[src/rtl/ysyx_24100029_ifu_pkg.sv]
// ysyx_24100029_ifu_pkg: shared state encoding and line geometry for the instruction fetch unit.
package ysyx_24100029_ifu_pkg;
    typedef enum logic [1:0] {REQ, WAIT, SERVE} ifu_state_e;
    localparam int WORDS_PER_LINE = 8;
    localparam int OFFSET_BITS = 5;
    localparam int TAG_BITS = 27;
endpackage

[src/rtl/ysyx_24100029_ifu_wordsel.sv]
// ysyx_24100029_ifu_wordsel: combinational selection of one 32-bit word out of a cache line.
module ysyx_24100029_ifu_wordsel
    import ysyx_24100029_ifu_pkg::*;
#(
    parameter int LINE_WIDTH = 256
) (
    input  logic [LINE_WIDTH-1:0]                 line,
    input  logic [$clog2(WORDS_PER_LINE)-1:0]     sel,
    output logic [31:0]                           word
);
    assign word = line[32*sel +: 32];
endmodule

[src/rtl/ysyx_24100029_ifu.sv]
// ysyx_24100029_ifu: owns the PC, fetches lines from the icache, buffers one line and
// streams one instruction per cycle to decode; handles redirects and fence.i.
module ysyx_24100029_ifu
    import ysyx_24100029_ifu_pkg::*;
#(
    parameter int                    ADDR_WIDTH = 32,
    parameter int                    LINE_WIDTH = 256,
    parameter logic [ADDR_WIDTH-1:0] RESET_PC   = 32'h8000_0000
) (
    input  logic                  clock,
    input  logic                  reset,
    input  logic                  redirect_valid,
    input  logic [ADDR_WIDTH-1:0] redirect_pc,
    input  logic                  fence_i,
    output logic [ADDR_WIDTH-1:0] ic_addr,
    output logic                  ic_arvalid,
    input  logic                  ic_arready,
    output logic                  ic_rready,
    input  logic [LINE_WIDTH-1:0] ic_line,
    input  logic                  ic_rvalid,
    output logic                  ic_clr,
    output logic                  out_valid,
    input  logic                  out_ready,
    output logic [ADDR_WIDTH-1:0] out_pc,
    output logic [31:0]           out_inst
);
    ifu_state_e            state, state_n;
    logic [ADDR_WIDTH-1:0] pc, pc_n, tgt;
    logic [LINE_WIDTH-1:0] lbuf;
    logic [TAG_BITS-1:0]   ltag;
    logic                  lvalid, lvalid_n, discard, discard_n;
    logic                  clr_pend, clr_pend_n, clr, clr_n, capture, tgt_hit;

    assign tgt        = redirect_pc & ~ADDR_WIDTH'(3);
    assign tgt_hit    = lvalid && ltag == tgt[ADDR_WIDTH-1:OFFSET_BITS];
    assign ic_addr    = {pc[ADDR_WIDTH-1:OFFSET_BITS], OFFSET_BITS'(0)};
    // The clr cycle holds off the next request so invalidation lands first.
    assign ic_arvalid = reset && state == REQ && !clr;
    assign ic_rready  = state == WAIT;
    assign ic_clr     = clr;
    assign out_valid  = state == SERVE;
    assign out_pc     = pc;

    ysyx_24100029_ifu_wordsel #(.LINE_WIDTH(LINE_WIDTH)) u_wordsel (
        .line (lbuf),
        .sel  (pc[4:2]),
        .word (out_inst)
    );

    always_comb begin
        state_n    = state;
        pc_n       = pc;
        lvalid_n   = lvalid;
        discard_n  = discard;
        clr_pend_n = clr_pend;
        clr_n      = 1'b0;
        capture    = 1'b0;
        case (state)
            REQ:   if (ic_arvalid && ic_arready) state_n = WAIT;
            WAIT:  if (ic_rvalid) begin
                state_n    = discard ? REQ : SERVE;
                capture    = !discard;
                lvalid_n   = lvalid || !discard;
                discard_n  = 1'b0;
                clr_n      = clr_pend;
                clr_pend_n = 1'b0;
            end
            SERVE: if (out_ready) begin
                pc_n    = pc + ADDR_WIDTH'(4);
                state_n = &pc[4:2] ? REQ : SERVE;
            end
            default: state_n = REQ;
        endcase
        // An issued request is always completed; a redirect only poisons its data.
        if (redirect_valid) begin
            pc_n = tgt;
            if (state_n == WAIT) discard_n = 1'b1;
            else state_n = (state == SERVE && tgt_hit) ? SERVE : REQ;
        end
        if (fence_i) begin
            lvalid_n = 1'b0;
            if (state_n == WAIT) begin
                discard_n  = 1'b1;
                clr_pend_n = 1'b1;
            end else begin
                clr_n   = 1'b1;
                state_n = REQ;
            end
        end
    end

    always_ff @(posedge clock or negedge reset) begin
        if (!reset) begin
            state    <= REQ;
            pc       <= RESET_PC;
            lbuf     <= '0;
            ltag     <= '0;
            lvalid   <= 1'b0;
            discard  <= 1'b0;
            clr_pend <= 1'b0;
            clr      <= 1'b0;
        end else begin
            state    <= state_n;
            pc       <= pc_n;
            lvalid   <= lvalid_n;
            discard  <= discard_n;
            clr_pend <= clr_pend_n;
            clr      <= clr_n;
            if (capture) begin
                lbuf <= ic_line;
                ltag <= pc[ADDR_WIDTH-1:OFFSET_BITS];
            end
        end
    end
endmodule

[config.mk]
export PLATFORM = sky130hd
export DESIGN_NAME = ysyx_24100029_ifu
export DESIGN_NICKNAME = d
export VERILOG_FILES = /design/src/rtl/ysyx_24100029_ifu_pkg.sv /design/src/rtl/ysyx_24100029_ifu_wordsel.sv /design/src/rtl/ysyx_24100029_ifu.sv
export SDC_FILE = /design/constraint.sdc
export NUM_CORES = 1
export LEC_CHECK = 0
export BUFFER_PORTS_ARGS = -buffer_cell sky130_fd_sc_hd__buf_2
export CAP_MARGIN = 20
export CORE_ASPECT_RATIO = 0.75
export CORE_MARGIN = 1.5
export CORE_UTILIZATION = 35
export CTS_BUF_LIST = sky130_fd_sc_hd__clkbuf_4
export DETAILED_ROUTE_END_ITERATION = 8
export GPL_TIMING_DRIVEN = 0
export HOLD_SLACK_MARGIN = 0.1
export PLACE_DENSITY = 0.64
export SLEW_MARGIN = 20
export SYNTH_ARGS = -nofsm -noshare
export SYNTH_HDL_FRONTEND = slang
export SYNTH_HIERARCHICAL = 1
export SYNTH_SLANG_ARGS = --single-unit
export TNS_END_PERCENT = 20
[constraint.sdc]
create_clock -name clock -period 2.7 [get_ports clock]
set_input_delay 0.54 -clock clock [delete_from_list [all_inputs] [get_ports clock]]
set_output_delay 0.54 -clock clock [all_outputs]
set_load 0.1 [all_outputs]
==> qor.yml <==
status: "finished, violations left"
violations: "negative hold slack, negative setup slack"
clock-root-buffer: "clkbuf_4"
cts.clk_slew.worst_paths_ns: 0.07
num_vias: 12295
p_total_w: 0.0219
clock.fmax_mhz: 315
pin_count: 395
dp_hpwl_um: 34900
overflow: 0
cp_max_fo: 10
finalMaxSlewViolations: 0
place_area_sq_mm: 0.0179
worst_setup_path_end_kind: "output pin"
synthDistinctLibCells: 48
ys_ff_latch: 319
fin_crit_ns: 3.18
routedWlPerCell_um: 21.9
core_sq_mm: 0.0423
dr.pass1.iters: 7
fin_cells: 2430
io_buffers: 385
syn-instance-count: 1015
synth_edf_count: 0
first_iter_violations: 625
rsz0062_at_grt: "yes"
routed_via_density: 5.06
reg2reg_slack_ns: 0.15
synth_area_per_cell_sq_um: 14.9
rows: 65
clk_latency_ns: 0.81
setup_viol: 32
grt_max_degree: 93
start_util_pct: 35.7
async_flop_share_pct: 100
yosys_warnings: 6
final_area_sq_mm: 0.0224
synth_ff_type: "dfrtp_1"
fp.dieH_um: 183
die_w_um: 243
setup.worst_path.class: "reg -> out"
max_slew_margin_pct: 38.5
ir_worst_vdd_mv: 0.884
netlist_area_sq_mm: 0.0151
leakagePower_nw: 10.1
tightest_slew_ns: 0.922
gr-usage-all-layers_pct: 23.8
fill_cells: 3561
area_growth_pct: 48.4
finalCritPeriodShare_pct: 118
dp_cells: 1979
grt_pass1_wl_um: 80200
crit_required_ns: 2.16
post-route-drc-count: 0
hold_buffers: 291
pre_cts_ws_ns: -0.411
place_congestion: 0.897
cap_violations: 0
skew_ns: 0.0771
finalHoldViolCount: 90
die_area_sq_mm: 0.0445
nets: 2093
cts_tree: "yes"
min_path_type: "in -> async"
grt_pass1_vias: 13555
holdWs_ns: -0.235
r2r_cells: 6
p_per_area_mw_per_mm2: 976
cts_max_level: 3
postRouteWirelength_um: 53200
worst_slack_ns: -0.475
postRouteAntennaNets: 0
clockBufferDepth: 3
critPathLaunchType: "register"
antenna_found_initial: 7
arrival_ns: 2.64
layout-drive-gt1-share_pct: 53.1
setup-tns-final_ns: -13.75
ys_seq_area_share_pct: 52.8
cts_buffers: 85
clkSinkCount: 319
Yosys cell counts (all sizes together) (2+ instances only):
library cell,n,area share [%]
o311ai,3,0.17
xor2,30,1.7
and4,4,0.23
nand3b,2,0.099
xnor2,6,0.35
buf,77,3.4
nor4,11,0.46
o211ai,4,0.20
mux2,315,23
nand2,30,0.74
and4b,2,0.13
or2,2,0.083
mux2i,2,0.13
clkbuf,17,0.42
nand4,9,0.37
mux4,64,11
dfrtp,318,53
or3,4,0.17
nor2,18,0.45
nor3,2,0.066
nand3,14,0.53
ha,2,0.17
or4,14,0.72
a31oi,14,0.58
o21ai,14,0.46
o31ai,12,0.60
inv,10,0.25
critical path, stage by stage, from the launching register on:
cell	delay [ns]
dfrtp_2	0.41
buf_12	0.18
buf_12	0.17
mux4_2	0.56
mux2_2	0.31
buf_6	0.19
flip-flops by register name (all words and copies together) (netlist names):
signal,flops
lbuf,256
out_pc,30
ltag,27
state,2
clr_pend,1
discard,1
ic_clr,1
lvalid,1
routing by layer:
layer  GRT usage [%]  part of all wire (%)  vias to the layer above
met5               0                     0                        -
met4            8.25                   2.5                        0
met3            6.01                   6.5                      108
met2            39.5                    49                      504
met1            30.3                    42                     6304
li1                -                     -                     5379
kinds of logic after synthesis:
group,share of synthesized area (%)
compound gates,2.32
buf+inv,4.05
flops,52.8
other cells,0.0248
mux,34.1
xor+xnor,2.09
fa+ha+maj,0.165
simple gates,4.43
path summary, 6_finish.rpt:
check | to | startpoint
max reg2reg | lbuf[190] | state[1]
max in group asynchronous | lbuf[10] | reset
max | out_inst[26] | out_pc[2]
min | out_pc[9] | reset
min in group clock | lbuf[36] | ic_line[36]
min reg2reg | lbuf[119] | lbuf[119]
power by group:
group / switching, W / total, W / internal (W)
registers: 0.00127 / 0.00822 / 0.00695
logic: 0.00510 / 0.00950 / 0.00440
clock network: 0.00214 / 0.00417 / 0.00203
total: 0.00851 / 0.0219 / 0.0134
repair_timing:
item	CTS	global route
endpoints found under the setup margin	268	79
resized for setup	164	31
buffers inserted	3	2
cloned	2	2
hold endpoints to repair	382	90
layout by cell type (no fill, tap or decap), types with 3 or more instances in the layout:
cell,instances
a31oi_1,14
and4_1,4
buf_12,21
buf_16,6
buf_2,374
buf_4,43
buf_6,23
buf_8,4
clkbuf_1,12
clkbuf_2,3
clkbuf_4,120
clkinv_1,18
clkinv_2,3
conb_1,7
dfrtp_1,316
diode_2,7
dlygate4sd3_1,291
inv_1,10
mux2_2,301
mux2_4,14
mux4_1,11
mux4_2,53
nand2_1,30
nand3_1,12
nand4_1,9
nor2_1,18
nor4_1,10
o211ai_1,4
o21ai_0,14
o311ai_0,3
o31ai_1,12
or3_1,4
or4_1,13
xnor2_1,6
xor2_1,30
cell type report:
type / count / area (sq um) / area share [%]
inverter: 10 / 37.5 / 0.167
tap: 569 / 712 / 3.17
clock buffer: 118 / 886 / 3.95
multi-input combinational: 598 / 6520 / 29.0
timing repair buffer: 688 / 5430 / 24.2
antenna: 7 / 17.5 / 0.0781
buffer: 94 / 718 / 3.20
clock inverter: 27 / 128 / 0.569
sequential: 319 / 7990 / 35.6
through the flow:
stage	hold WS, ns	util [%]
2_1_floorplan	0.244	-
3_3_place_gp	0.477	42.1
3_5_place_dp	0.484	42.4
4_1_cts	-0.312	52.8
5_1_grt	-0.292	53.0
6_report	-0.235	53.0
(Power assumes the default switching activity.)
